[config.mk]
export PLATFORM = sky130hd
export DESIGN_NAME = pro_fcl_ctrl_flat
export DESIGN_NICKNAME = d
export VERILOG_FILES = /design/src/rtl/pro_fcl_ctrl_if.sv /design/src/rtl/pro_fcl_ctrl.sv /design/src/flat_wrapper.sv
export SDC_FILE = /design/constraint.sdc
export NUM_CORES = 1
export LEC_CHECK = 0
export BUFFER_PORTS_ARGS = -buffer_cell sky130_fd_sc_hd__buf_2
export CAP_MARGIN = 20
export CORE_AREA = 2 2 134 136
export DETAILED_ROUTE_END_ITERATION = 12
export DIE_AREA = 0 0 136 138
export PLACE_DENSITY = 0.7
export SETUP_SLACK_MARGIN = 0.4
export SLEW_MARGIN = 20
export SYNTH_ARGS = -nofsm -noshare
export SYNTH_HDL_FRONTEND = slang
export SYNTH_SLANG_ARGS = --single-unit
[constraint.sdc]
create_clock -name i_clk -period 6.7 [get_ports i_clk]
set_input_delay 0.67 -clock i_clk [delete_from_list [all_inputs] [get_ports i_clk]]
set_output_delay 0.67 -clock i_clk [all_outputs]
set_load 0.05 [all_outputs]
[src/rtl/pro_fcl_ctrl_if.sv]
// Bundle of the pro_fcl_ctrl control, SRAM, PE-array and output-stream signals.
// The master modport is the sequencer side. The slave modport is the environment side.
interface pro_fcl_ctrl_if #(
  parameter int unsigned PRO_WIDTH    = 8,
  parameter int unsigned PRO_PARALLEL = 16,
  parameter int unsigned ACC_WIDTH    = 24,
  parameter int unsigned IN_LEN       = 784,
  parameter int unsigned OUT_CNT      = 64
);
  localparam int unsigned G   = OUT_CNT / PRO_PARALLEL;
  localparam int unsigned SW  = $clog2(ACC_WIDTH);
  localparam int unsigned AW  = $clog2(IN_LEN);
  localparam int unsigned WAW = (IN_LEN * G > 1) ? $clog2(IN_LEN * G) : 1;
  localparam int unsigned GW  = (G > 1) ? $clog2(G) : 1;
  localparam int unsigned DW  = PRO_PARALLEL * PRO_WIDTH;

  logic                    start;
  logic [SW-1:0]           shift_cfg;
  logic                    busy;
  logic                    done;
  logic                    in_re;
  logic [AW-1:0]           in_addr;
  logic [PRO_WIDTH-1:0]    in_data;
  logic                    w_re;
  logic [WAW-1:0]          w_addr;
  logic [PRO_PARALLEL-1:0] w_data;
  logic [PRO_WIDTH-1:0]    pe_in;
  logic [PRO_PARALLEL-1:0] pe_w;
  logic                    pe_acc;
  logic [SW-1:0]           pe_shift;
  logic [DW-1:0]           pe_out;
  logic                    out_valid;
  logic                    out_ready;
  logic [DW-1:0]           out_data;
  logic [GW-1:0]           out_group;

  modport master (
    input  start, shift_cfg, in_data, w_data, pe_out, out_ready,
    output busy, done, in_re, in_addr, w_re, w_addr, pe_in, pe_w, pe_acc, pe_shift,
           out_valid, out_data, out_group
  );

  modport slave (
    output start, shift_cfg, in_data, w_data, pe_out, out_ready,
    input  busy, done, in_re, in_addr, w_re, w_addr, pe_in, pe_w, pe_acc, pe_shift,
           out_valid, out_data, out_group
  );
endinterface

[src/rtl/pro_fcl_ctrl.sv]
// Sequencer for the binarized FC PE array: it streams SRAM operands and captures neuron groups.
// When PRO_FCL_CTRL_RELU_EN is defined, negative lanes are zeroed at capture.
module pro_fcl_ctrl #(
  parameter int unsigned PRO_WIDTH    = 8,
  parameter int unsigned PRO_PARALLEL = 16,
  parameter int unsigned ACC_WIDTH    = 24,
  parameter int unsigned IN_LEN       = 784,
  parameter int unsigned OUT_CNT      = 64
) (
  input  logic           i_clk,
  input  logic           i_rst,
  pro_fcl_ctrl_if.master io_bus
);
  localparam int unsigned G   = OUT_CNT / PRO_PARALLEL;
  localparam int unsigned SW  = $clog2(ACC_WIDTH);
  localparam int unsigned AW  = $clog2(IN_LEN);
  localparam int unsigned WAW = (IN_LEN * G > 1) ? $clog2(IN_LEN * G) : 1;
  localparam int unsigned GW  = (G > 1) ? $clog2(G) : 1;
  localparam int unsigned DW  = PRO_PARALLEL * PRO_WIDTH;

  typedef enum logic [2:0] {StIdle, StStream, StDrain, StOut, StDone} state_e;

  state_e            r_state, w_state_nxt;
  logic [AW-1:0]     r_k;
  logic [WAW-1:0]    r_waddr;
  logic [GW-1:0]     r_g;
  logic [SW-1:0]     r_shift;
  logic              r_acc;
  logic              r_dv;
  logic              r_out_valid;
  logic [DW-1:0]     r_out_data;
  logic [GW-1:0]     r_out_group;
  logic              w_stream, w_k_last, w_g_last, w_hs;
  logic [DW-1:0]     w_cap;

  assign w_stream = (r_state == StStream);
  assign w_k_last = (r_k == AW'(IN_LEN - 1));
  assign w_g_last = (r_g == GW'(G - 1));
  assign w_hs     = r_out_valid & io_bus.out_ready;

  always_ff @(posedge i_clk or posedge i_rst) begin
    if (i_rst) r_state <= StIdle;
    else       r_state <= w_state_nxt;
  end

  always_comb begin
    w_state_nxt = r_state;
    unique case (r_state)
      StIdle:   if (io_bus.start) w_state_nxt = StStream;
      StStream: if (w_k_last) w_state_nxt = StDrain;
      StDrain:  w_state_nxt = StOut;
      StOut:    if (w_hs) w_state_nxt = w_g_last ? StDone : StStream;
      StDone:   w_state_nxt = StIdle;
      default:  w_state_nxt = StIdle;
    endcase
  end

  always_comb begin
    io_bus.busy      = (r_state != StIdle);
    io_bus.done      = (r_state == StDone);
    io_bus.in_re     = w_stream;
    io_bus.w_re      = w_stream;
    io_bus.in_addr   = w_stream ? r_k : '0;
    io_bus.w_addr    = w_stream ? r_waddr : '0;
    // Operands are forwarded only while returned SRAM data is live, so they read 0 otherwise.
    io_bus.pe_in     = r_dv ? io_bus.in_data : '0;
    io_bus.pe_w      = r_dv ? io_bus.w_data : '0;
    io_bus.pe_acc    = r_acc;
    io_bus.pe_shift  = r_shift;
    io_bus.out_valid = r_out_valid;
    io_bus.out_data  = r_out_data;
    io_bus.out_group = r_out_group;
  end

  always_comb begin
    w_cap = io_bus.pe_out;
`ifdef PRO_FCL_CTRL_RELU_EN
    for (int i = 0; i < int'(PRO_PARALLEL); i++) begin
      if (io_bus.pe_out[i*PRO_WIDTH + PRO_WIDTH - 1]) w_cap[i*PRO_WIDTH +: PRO_WIDTH] = '0;
    end
`endif
  end

  always_ff @(posedge i_clk or posedge i_rst) begin
    if (i_rst) begin
      r_k         <= '0;
      r_waddr     <= '0;
      r_g         <= '0;
      r_shift     <= '0;
      r_acc       <= 1'b0;
      r_dv        <= 1'b0;
      r_out_valid <= 1'b0;
      r_out_data  <= '0;
      r_out_group <= '0;
    end else begin
      // Element 0 reloads the array; every later element accumulates.
      r_acc <= w_stream && (r_k != '0);
      r_dv  <= w_stream;
      unique case (r_state)
        StIdle: begin
          if (io_bus.start) begin
            r_shift <= io_bus.shift_cfg;
            r_g     <= '0;
            r_k     <= '0;
            r_waddr <= '0;
          end
        end
        StStream: begin
          r_k     <= w_k_last ? '0 : r_k + 1'b1;
          r_waddr <= r_waddr + 1'b1;
        end
        StOut: begin
          if (!r_out_valid) begin
            r_out_data  <= w_cap;
            r_out_valid <= 1'b1;
            r_out_group <= r_g;
          end else if (io_bus.out_ready) begin
            r_out_valid <= 1'b0;
            if (!w_g_last) r_g <= r_g + 1'b1;
          end
        end
        default: ;
      endcase
    end
  end
endmodule

[src/flat_wrapper.sv]
// flat-port wrapper written by rule: the top's interface ports become plain ports
module pro_fcl_ctrl_flat 
#(
  parameter int unsigned PRO_WIDTH    = 8,
  parameter int unsigned PRO_PARALLEL = 16,
  parameter int unsigned ACC_WIDTH    = 24,
  parameter int unsigned IN_LEN       = 784,
  parameter int unsigned OUT_CNT      = 64
)
  (i_clk, i_rst, io_bus_start, io_bus_shift_cfg, io_bus_in_data, io_bus_w_data, io_bus_pe_out, io_bus_out_ready, io_bus_busy, io_bus_done, io_bus_in_re, io_bus_in_addr, io_bus_w_re, io_bus_w_addr, io_bus_pe_in, io_bus_pe_w, io_bus_pe_acc, io_bus_pe_shift, io_bus_out_valid, io_bus_out_data, io_bus_out_group);
  pro_fcl_ctrl_if #(.PRO_WIDTH(PRO_WIDTH), .PRO_PARALLEL(PRO_PARALLEL), .ACC_WIDTH(ACC_WIDTH), .IN_LEN(IN_LEN), .OUT_CNT(OUT_CNT)) io_bus_i ();
  input  logic i_clk;
  input  logic i_rst;
  input wire logic [$bits(io_bus_i.start)-1:0] io_bus_start;
  input wire logic [$bits(io_bus_i.shift_cfg)-1:0] io_bus_shift_cfg;
  input wire logic [$bits(io_bus_i.in_data)-1:0] io_bus_in_data;
  input wire logic [$bits(io_bus_i.w_data)-1:0] io_bus_w_data;
  input wire logic [$bits(io_bus_i.pe_out)-1:0] io_bus_pe_out;
  input wire logic [$bits(io_bus_i.out_ready)-1:0] io_bus_out_ready;
  output wire logic [$bits(io_bus_i.busy)-1:0] io_bus_busy;
  output wire logic [$bits(io_bus_i.done)-1:0] io_bus_done;
  output wire logic [$bits(io_bus_i.in_re)-1:0] io_bus_in_re;
  output wire logic [$bits(io_bus_i.in_addr)-1:0] io_bus_in_addr;
  output wire logic [$bits(io_bus_i.w_re)-1:0] io_bus_w_re;
  output wire logic [$bits(io_bus_i.w_addr)-1:0] io_bus_w_addr;
  output wire logic [$bits(io_bus_i.pe_in)-1:0] io_bus_pe_in;
  output wire logic [$bits(io_bus_i.pe_w)-1:0] io_bus_pe_w;
  output wire logic [$bits(io_bus_i.pe_acc)-1:0] io_bus_pe_acc;
  output wire logic [$bits(io_bus_i.pe_shift)-1:0] io_bus_pe_shift;
  output wire logic [$bits(io_bus_i.out_valid)-1:0] io_bus_out_valid;
  output wire logic [$bits(io_bus_i.out_data)-1:0] io_bus_out_data;
  output wire logic [$bits(io_bus_i.out_group)-1:0] io_bus_out_group;
  assign io_bus_i.start = io_bus_start;
  assign io_bus_i.shift_cfg = io_bus_shift_cfg;
  assign io_bus_i.in_data = io_bus_in_data;
  assign io_bus_i.w_data = io_bus_w_data;
  assign io_bus_i.pe_out = io_bus_pe_out;
  assign io_bus_i.out_ready = io_bus_out_ready;
  assign io_bus_busy = io_bus_i.busy;
  assign io_bus_done = io_bus_i.done;
  assign io_bus_in_re = io_bus_i.in_re;
  assign io_bus_in_addr = io_bus_i.in_addr;
  assign io_bus_w_re = io_bus_i.w_re;
  assign io_bus_w_addr = io_bus_i.w_addr;
  assign io_bus_pe_in = io_bus_i.pe_in;
  assign io_bus_pe_w = io_bus_i.pe_w;
  assign io_bus_pe_acc = io_bus_i.pe_acc;
  assign io_bus_pe_shift = io_bus_i.pe_shift;
  assign io_bus_out_valid = io_bus_i.out_valid;
  assign io_bus_out_data = io_bus_i.out_data;
  assign io_bus_out_group = io_bus_i.out_group;
  pro_fcl_ctrl #(.PRO_WIDTH(PRO_WIDTH), .PRO_PARALLEL(PRO_PARALLEL), .ACC_WIDTH(ACC_WIDTH), .IN_LEN(IN_LEN), .OUT_CNT(OUT_CNT)) u_core (.i_clk(i_clk), .i_rst(i_rst), .io_bus(io_bus_i));
endmodule
==> results of run 1 <==
-- worst register-to-register path, cell delays in order, from the launching register on --
cell and delay (ns):
dfrtp_1 0.47, nand3b_1 0.24, nor2_4 0.18, buf_4 0.54, buf_4 0.87, mux2_2 0.46
-- cells in the final DEF (no fill, tap or decap), drive strengths merged --
cell type,n
buf,351
dfrtp,165
mux2,136
and2,44
nand2,29
clkbuf,20
o21ai,15
nand3,14
nor2,12
inv,10
and3,5
mux2i,5
clkinv,5
ha,4
nor3,4
or3,3
a21oi,3
nor4,2
nand4,2
o211ai,2
or4,2
a41o,2
a21o,2
a22o,2
bufinv,2
clkinvlp,2
nand3b,1
or3b,1
a31oi,1
and4,1
a41oi,1
or4b,1
o21a,1
xor2,1
o31ai,1
nor2b,1
o221ai,1
a32o,1
-- metal layers --
layer,vias up,global-route usage,share of wire
met2,210,0.330,0.53
met3,12,0.0616,0.085
met1,2478,0.206,0.38
met5,-,0,0
met4,0,0.0482,0.0083
li1,2428,-,-
-- cell usage after synthesis --
library cell / n / area [um^2]
ha_1: 4 / 50.1
nand2_1: 29 / 109
a21oi_1: 3 / 15.0
a31oi_1: 1 / 6.26
inv_1: 6 / 22.5
or3b_1: 1 / 8.76
buf_2: 8 / 40.0
clkinv_1: 1 / 3.75
a41o_1: 2 / 20.0
dfrtp_1: 165 / 4130
o211ai_1: 2 / 15.0
o21ai_1: 1 / 5.00
mux2i_1: 5 / 50.1
nor3_1: 3 / 15.0
nand4_1: 2 / 12.5
clkbuf_1: 4 / 15.0
buf_6: 2 / 22.5
o31ai_1: 1 / 7.51
mux2_2: 135 / 1520
nand3b_1: 1 / 7.51
a41oi_1: 1 / 8.76
a21o_1: 2 / 15.0
o221ai_1: 1 / 8.76
nor4_1: 2 / 12.5
nor2b_1: 1 / 6.26
o21ai_0: 14 / 70.1
mux2_4: 1 / 15.0
or3_1: 3 / 18.8
xor2_1: 1 / 8.76
buf_4: 10 / 75.1
o21a_1: 1 / 7.51
or4_1: 2 / 15.0
and4_1: 1 / 8.76
and2_1: 44 / 275
nor2_1: 12 / 45.0
and3_1: 5 / 31.3
a32o_1: 1 / 10.0
nor3_2: 1 / 10.0
or4b_1: 1 / 10.0
a22o_1: 2 / 17.5
nand3_1: 14 / 70.1
-- final timing paths --
check | slack, ns | from | end | depth (start not counted)
setup / recovery | 3.48 | u_core.r_state[0] | io_bus_in_addr[4] | 5
hold / removal | 0.40 | i_rst | u_core.io_bus.out_data[53] | 2
setup reg to reg | 3.83 | u_core.r_state[0] | u_core.io_bus.out_data[60] | 5
hold reg to reg | 0.47 | u_core.r_waddr[11] | u_core.r_waddr[11] | 1
max in group asynchronous | 4.84 | i_rst | u_core.io_bus.out_data[11] | 3
min in group i_clk | 0.47 | u_core.r_waddr[11] | u_core.r_waddr[11] | 1
-- per-stage QoR --
stage | instances | total power [mW] | utilization
finish | 1084 | 2.10 | 0.532
global route | 1084 | 2.18 | 0.532
CTS | 1084 | 2.13 | 0.532
detailed placement | 1052 | 1.14 | 0.498
global placement | 1052 | 1.13 | 0.498
floorplan | 496 | 1.07 | -
-- logic make-up after synthesis --
logic type	after synthesis	synth area share
DFF	165	0.606
muxes	141	0.233
and+or+nand+nor	122	0.0962
AOI/OAI and AO/OA	32	0.0303
buffers and inverters	31	0.0263
adders and majority gates	4	0.00735
xor gates and xnor gates	1	0.00129
-- report_power, final --
group / internal, mW / switching, mW
Clock: 0.577 / 0.410
Sequential: 0.998 / 0.00120
Combinational: 0.0445 / 0.0706
-- sequential cells by signal, summed over array words and instances (netlist names) --
register,flops
u_core.r_state,3
u_core.io_bus.out_data,128
u_core.r_k,10
u_core.io_bus.out_valid,1
u_core.r_g,2
u_core.io_bus.pe_acc,1
u_core.r_waddr,12
u_core.io_bus.pe_shift,5
u_core.r_dv,1
u_core.io_bus.out_group,2
-- cell type report --
cell class,count,area share
Sequential cell,165,0.443
Multi-Input combinational cell,300,0.269
Timing Repair Buffer,351,0.189
Clock buffer,20,0.0490
Tap cell,229,0.0307
Clock inverter,12,0.0154
Inverter,7,0.00335
==> impl_metrics.py, run 1 <==
metrics = {
    "outcome": {
        "status": "finished clean",
    },
    "floorplanning": {
        "die_area_mm2": 0.0188,
        "design.core.area_mm2": 0.0175,
        "rows": 49,
        "die_w_um": 136,
        "ios": 348,
        "initial_utilization": 0.389,
        "die_h_um": 138,
    },
    "synthesis": {
        "yosysUniqueCellTypes": 41,
        "ys_ff_latch": 165,
        "synthCells": 496,
        "ys_seq_area_frac": 0.606,
        "synth_fp_nets": 661,
        "syn_area_mm2": 0.00681,
        "yosysWarnings": 0,
        "postSynthAreaPerCell_um2": 13.7,
    },
    "placement": {
        "pre_cts_ws_ns": 3.77,
        "place.gp.congestion": 0.762,
        "dp_hpwl_mm": 12.9,
        "numPortBuffers": 347,
        "dpl_cell_area_mm2": 0.00873,
    },
    "route": {
        "wire_per_inst_um": 16.0,
        "viasPerCell": 4.73,
        "dr.pass1.iters": 4,
        "vias": 5128,
        "wl_mm": 17.4,
        "final_antenna_net_count": 0,
        "drt_iter0_drc": 180,
        "post-route-drc-count": 0,
    },
    "timing": {
        "fmaxAchievable_mhz": 310,
        "slew_viol_final": 0,
        "hold_slack_ns": 0.400,
        "rsz0062_at_grt": "false",
        "worst_slack_ns": 3.48,
        "tns_ns": 0,
        "final.period_utilization": 0.481,
        "worst_slew_pin_slew_ns": 0.969,
        "worst_clock_skew_ns": 0.0118,
        "maxSlewHeadroom": 0.354,
        "period_needed_ns": 3.22,
        "setup_violations": 0,
        "finalHoldViolCount": 0,
    },
    "worst_setup_path": {
        "crit_chain": "or3b_1 -> buf_4 -> clkinv_1 -> and2_1 -> buf_2",
        "cp_slowest_cell": "clkinv_1",
        "cp-end-kind": "primary output",
        "crit_arrival_ns": 2.55,
        "critical_path.top_delay_family": "buffers and inverters",
        "crit_path_start_kind": "flip-flop",
        "crit_path_max_fanout": 29,
        "required_ns": 6.03,
        "slowest_delay_ns": 0.60,
        "critical_path_class": "reg -> out",
        "crit_buf_inv": 3,
    },
    "global_routing": {
        "overflow": 0,
        "grt_pass1_wl_mm": 26.8,
        "grt_max_degree": 91,
        "gr-usage-all-layers": 0.183,
        "grt_pass1_vias": 5197,
        "antenna_found_initial": 0,
    },
    "power_and_ir_drop": {
        "ir_worst_vdd_v": 0.000157,
        "power_density_mw_per_mm2": 225,
        "leakage_nw": 5.29,
    },
    "job": {
        "drv_cap": 0,
    },
    "layout": {
        "fin_area_mm2": 0.00933,
        "drive_gt1_frac": 0.609,
        "multi_input_area_mm2": 0.00251,
        "nets": 1007,
        "antenna_cells": 0,
        "syn2layout_area_growth_pct": 36.9,
        "n_fill_cell": 1565,
        "regArea_mm2": 0.00413,
    },
    "clock_network": {
        "cts_buffers": 17,
        "cts_setup_buffers": 0,
        "ctsLongestPathBuffers": 2,
        "cts-resized-gates": 0,
        "clock_sinks": 165,
        "clkLatencyLatePin_ns": 0.42,
        "cts_tree": "done",
        "postCtsHoldBufs": 0,
        "htree_levels": 4,
        "ctsRootBufferMaster": "clkbuf_16",
        "clk_pin_slew_ns": 0.06,
    },
    "min_path": {
        "hold_path_class": "in -> async",
    },
}
Note: power is estimated with default switching activity, not from simulation.
==> run 2: changes to the inputs <==
==> constraint.sdc (replaced) <==
create_clock -name i_clk -period 3.3 [get_ports i_clk]
set_input_delay 0.33 -clock i_clk [delete_from_list [all_inputs] [get_ports i_clk]]
set_output_delay 0.33 -clock i_clk [all_outputs]
set_load 0.05 [all_outputs]
==> run 2 against run 1 <==
First-iteration DRC count is 22% higher. Die area unchanged. Sequential power grew 100%. Combinational power is 100% higher. Utilization grew 0.29 points. Highest routed layer unchanged. Via count grew 0.31%. Clock-buffer cell count decreased by 1. Design area grew 0.55%. Clock power rose by 110%. Register-to-register slack lost 2.5 ns. Critical path depth unchanged.
==> impl_metrics.py, run 2 (synthesis results as in run 1) <==
metrics = {
    "floorplanning": {
        "rows": 49,
        "die_area_mm2": 0.0188,
        "initial_utilization": 0.389,
        "design.core.area_mm2": 0.0175,
        "ios": 348,
        "die_w_um": 136,
        "die_h_um": 138,
    },
    "clock_network": {
        "cts_buffers": 17,
        "ctsRootBufferMaster": "clkbuf_16",
        "ctsLongestPathBuffers": 2,
        "clk_pin_slew_ns": 0.07,
        "clock_sinks": 165,
        "clkLatencyLatePin_ns": 0.42,
        "cts_tree": "done",
        "htree_levels": 4,
    },
    "route": {
        "wl_met2_mm": 8.51,
        "met1_length_mm": 6.25,
        "viasPerCell": 4.73,
        "drt_iter0_drc": 219,
        "wl_mm": 16.6,
        "final_antenna_net_count": 0,
        "route.met3.wl_mm": 1.54,
        "dr.pass1.iters": 4,
        "vias": 5144,
        "topRoutingLayerUsed": "met4",
        "wire_per_inst_um": 15.3,
        "post-route-drc-count": 0,
    },
    "placement": {
        "numPortBuffers": 347,
        "place.gp.congestion": 0.774,
        "dpl_cell_area_mm2": 0.00877,
        "dp.cells": 1053,
        "dp_hpwl_mm": 12.1,
    },
    "timing": {
        "rsz0062_at_grt": "false",
        "setup_violations": 0,
        "slew_viol_final": 0,
        "maxSlewHeadroom": 0.518,
        "worst_clock_skew_ns": 0.0121,
        "tns_ns": 0,
        "worst_slew_pin_slew_ns": 0.722,
        "final.period_utilization": 0.768,
        "hold_slack_ns": 0.00478,
        "fmaxAchievable_mhz": 395,
        "period_needed_ns": 2.53,
        "finalHoldViolCount": 0,
    },
    "layout": {
        "fin_area_mm2": 0.00938,
        "final_cell_mix": "347 x buf_2, 165 x dfrtp_1, 135 x mux2_2",
        "final_cells": 1087,
        "largest_reg_flops": 128,
        "drive_gt1_frac": 0.611,
        "nets": 1008,
        "n_fill_cell": 1567,
        "final_core_util": 0.535,
        "syn2layout_area_growth_pct": 37.6,
        "layout_commonest_cell": "buf_2",
    },
    "global_routing": {
        "grt_max_degree": 82,
        "grt_pass1_wl_mm": 26.6,
        "overflow": 0,
        "grt_pass1_vias": 5319,
        "antenna_found_initial": 2,
        "gr-usage-all-layers": 0.180,
    },
    "worst_setup_path": {
        "crit_path_start_kind": "flip-flop",
        "required_ns": 2.97,
        "crit_arrival_ns": 2.20,
        "cp-end-kind": "primary output",
        "critical_path_class": "reg -> out",
        "crit_path_max_fanout": 29,
    },
    "job": {
        "drv_cap": 0,
    },
    "power_and_ir_drop": {
        "ir_worst_vdd_v": 0.000313,
        "power_density_mw_per_mm2": 459,
        "leakage_nw": 5.30,
    },
    "outcome": {
        "status": "finished clean",
    },
    "min_path": {
        "hold_path_class": "in -> async",
    },
}
## run 2: changes by cell type in the layout (fill, tap and decap cells not counted)
cell	change
clkinv_1	-1
buf_4	-2
clkbuf_8	-1
buf_12	+3
diode_2	+2
inv_6	+1
clkinv_4	-1
inv_8	+1
clkinvlp_4	+1
## run 2: critical path, stage by stage, from the launching register on
cell and delay, ns:
dfrtp_1 0.47, or3b_1 0.37, buf_4 0.21, clkinv_2 0.27, and2_1 0.19, buf_2 0.26
## run 2: per-stage QoR
stage / total power [mW] / worst slack [ns]
finish: 4.30 / 0.766
detailed placement: 2.30 / 0.817
floorplan: 2.18 / 0.871
CTS: 4.36 / 0.718
global route: 4.47 / 0.591
global placement: 2.30 / 0.924
## run 2: power by group
part	total [mW]	switching [mW]	internal (mW)
registers	2.03	0.00147	2.02
logic	0.234	0.140	0.0940
clock network	2.04	0.881	1.16
total	4.30	1.02	3.28
## run 2: final cells by class
class | count | area (um^2) | area share
repair buffers | 352 | 1810 | 0.193
multi-input cells | 300 | 2510 | 0.268
clock inverters | 13 | 159 | 0.0169
inverters | 7 | 31.3 | 0.00334
diodes | 2 | 5.00 | 0.000534
clock buffers | 19 | 443 | 0.0472
flip-flops and latches | 165 | 4130 | 0.440
well taps | 229 | 287 | 0.0305
## run 2: path summary, 6_finish.rpt
check | from | endpoint | slack, ns | cells after the start
setup / recovery | u_core.r_state[0] | io_bus_in_addr[7] | 0.77 | 5
hold / removal | i_rst | u_core.io_bus.out_data[72] | 0.005 | 2
setup reg to reg | u_core.r_state[0] | u_core.io_bus.out_data[117] | 1.31 | 4
hold reg to reg | u_core.r_waddr[11] | u_core.r_waddr[11] | 0.49 | 1
max in group asynchronous | i_rst | u_core.io_bus.out_data[78] | 2.44 | 3
min in group i_clk | io_bus_pe_out[45] | u_core.io_bus.out_data[45] | 0.13 | 2
## run 2: what timing repair did
| action | in CTS | in global routing |
|---|---|---|
| buffers inserted | 0 | 0 |
| hold buffers | 0 | 0 |
| endpoints found under the setup margin | 19 | 0 |
| gates resized for setup | 1 | 0 |
## run 2: layer usage
layer | GRT usage | vias to the layer above
li1 | - | 2430
met1 | 0.197 | 2459
met2 | 0.317 | 231
met3 | 0.0649 | 24
met4 | 0.0685 | 0
met5 | 0 | -
==> run 3: changes to the inputs <==
==> constraint.sdc (replaced) <==
create_clock -name i_clk -period 2.6 [get_ports i_clk]
set_input_delay 0.26 -clock i_clk [delete_from_list [all_inputs] [get_ports i_clk]]
set_output_delay 0.26 -clock i_clk [all_outputs]
set_load 0.05 [all_outputs]
==> run 3 against run 2 <==
Routed wire length grew 0.69%. Critical endpoint is now io_bus_in_addr[1]. First-iteration DRC count shrank 16%. Sequential share of layout area shrank 0.47 points. Worst setup slack lost 0.29 ns. Clock power grew 26%. Final cell count grew 0.18%. Highest routed layer unchanged. Clock skew shrank 0.0052 ns. Largest cell class unchanged. Sequential cell count is the same. Worst hold slack gained 0.061 ns. Via count grew 1.6%.
==> impl_metrics.py, run 3 (synthesis results as in run 1) <==
metrics = {
    "outcome": {
        "status": "finished clean",
    },
    "power_and_ir_drop": {
        "pwr-share-seq": 0.471,
        "p_int_mw": 4.17,
        "ir_worst_vdd_v": 0.000415,
        "p_sw_mw": 1.29,
        "power_density_mw_per_mm2": 575,
        "p_sw_frac": 0.236,
        "combPwrFrac": 0.055,
        "clkPwrFrac": 0.474,
        "leakage_nw": 5.32,
        "power_mw": 5.46,
    },
    "worst_setup_path": {
        "crit_path_start_kind": "flip-flop",
        "crit_arrival_ns": 1.86,
        "critical_path_class": "reg -> out",
        "required_ns": 2.34,
        "crit_path_max_fanout": 19,
        "cp-end-kind": "primary output",
    },
    "placement": {
        "place.gp.congestion": 0.748,
        "pre_cts_ws_ns": 0.450,
        "dp.cells": 1053,
        "numPortBuffers": 347,
        "dp_hpwl_mm": 12.1,
        "dpl_cell_area_mm2": 0.00878,
    },
    "timing": {
        "tns_ns": 0,
        "maxSlewHeadroom": 0.542,
        "worst_clock_skew_ns": 0.00690,
        "final.period_utilization": 0.817,
        "rsz0062_at_grt": "false",
        "fmaxAchievable_mhz": 471,
        "worst_slew_pin_slew_ns": 0.688,
        "worst_slack_ns": 0.475,
        "slew_viol_final": 0,
        "period_needed_ns": 2.12,
        "finalHoldViolCount": 0,
        "setup_violations": 0,
    },
    "floorplanning": {
        "initial_utilization": 0.389,
        "rows": 49,
        "die_area_mm2": 0.0188,
        "die_w_um": 136,
        "design.core.area_mm2": 0.0175,
        "die_h_um": 138,
        "ios": 348,
    },
    "clock_network": {
        "cts_buffers": 17,
        "clock_sinks": 165,
        "clk_pin_slew_ns": 0.07,
        "cts_setup_buffers": 0,
        "ctsLongestPathBuffers": 2,
        "clkLatencyLatePin_ns": 0.42,
        "htree_levels": 4,
        "cts_tree": "done",
        "ctsRootBufferMaster": "clkbuf_16",
    },
    "global_routing": {
        "gr-usage-all-layers": 0.179,
        "overflow": 0,
        "grt_max_degree": 81,
        "grt_pass1_wl_mm": 26.3,
        "grt_pass1_vias": 5221,
        "antenna_found_initial": 2,
    },
    "layout": {
        "drive_gt1_frac": 0.617,
        "largest_reg_flops": 128,
        "regArea_mm2": 0.00413,
        "n_fill_cell": 1518,
        "final_cell_mix": "333 x buf_2, 163 x dfrtp_1, 135 x mux2_2",
        "layout_commonest_cell": "buf_2",
        "nets": 1010,
        "final_cells": 1089,
        "fin_area_mm2": 0.00949,
        "multi_input_area_mm2": 0.00253,
        "syn2layout_area_growth_pct": 39.2,
    },
    "route": {
        "post-route-drc-count": 0,
        "dr.pass1.iters": 4,
        "wire_per_inst_um": 15.4,
        "vias": 5226,
        "wl_mm": 16.7,
        "drt_iter0_drc": 183,
        "final_antenna_net_count": 0,
        "viasPerCell": 4.80,
    },
    "job": {
        "drv_cap": 0,
    },
    "min_path": {
        "hold_path_class": "in -> reg",
    },
}
run 3: cell types whose count changed in the layout (fill, tap and decap cells not counted), sizes merged:
cell / delta
clkinv: +1
clkinvlp: -1
buf: -6
clkbuf: +6
inv: +1
dlygate4sd3: +1
run 3: stage by stage:
step | util | hold WS [ns]
floorplan | - | 0.409
global placement | 0.501 | 0.315
detailed placement | 0.501 | 0.308
CTS | 0.538 | 0.0426
global route | 0.541 | 0.0320
finish | 0.541 | 0.0654
run 3: worst paths after layout:
kind / slack [ns] / cells after the start / endpoint / startpoint
min in group asynchronous: 0.39 / 3 / u_core.io_bus.out_data[124] / i_rst
min reg2reg: 0.49 / 1 / u_core.r_waddr[11] / u_core.r_waddr[11]
max: 0.48 / 4 / io_bus_in_addr[1] / u_core.r_state[1]
max reg2reg: 0.67 / 5 / u_core.r_k[7] / u_core.r_state[1]
max in group asynchronous: 1.41 / 4 / u_core.io_bus.out_data[58] / i_rst
min: 0.07 / 2 / u_core.io_bus.out_data[38] / io_bus_pe_out[38]
run 3: layout make-up:
type / count / area share
antenna: 2 / 0.000528
clock buffer: 19 / 0.0467
clock inverter: 13 / 0.0169
inverter: 7 / 0.00369
multi-input combinational: 300 / 0.267
sequential: 165 / 0.436
tap: 229 / 0.0302
timing repair buffer: 353 / 0.199
timing repair inverter: 1 / 0.000923
run 3: power groups by stage:
stage | sequential, mW | clock, mW | combinational [mW]
finish | 2.57 | 2.58 | 0.299
global route | 2.57 | 2.79 | 0.330
CTS | 2.57 | 2.65 | 0.305
detailed placement | 2.62 | 0 | 0.303
global placement | 2.62 | 0 | 0.301
floorplan | 2.64 | 0 | 0.129
run 3: worst max-delay path, stage by stage (launching register included):
cell and delay (ns):
dfrtp_2 0.45, or3b_4 0.47, buf_6 0.19, nor2_1 0.15, buf_6 0.18
run 3: repair_timing:
item,4_1_cts,5_1_grt
gates resized for setup,14,16
hold buffers,1,0
gates cloned,0,1
hold endpoints to repair,19,0
setup endpoints to repair,23,22
run 3: per-layer routing:
metal,vias to the layer above,global-route usage,part of all wire
met5,-,0,0
met4,0,0.0811,0.032
met3,38,0.0598,0.091
met2,250,0.307,0.50
met1,2485,0.201,0.38
li1,2453,-,-
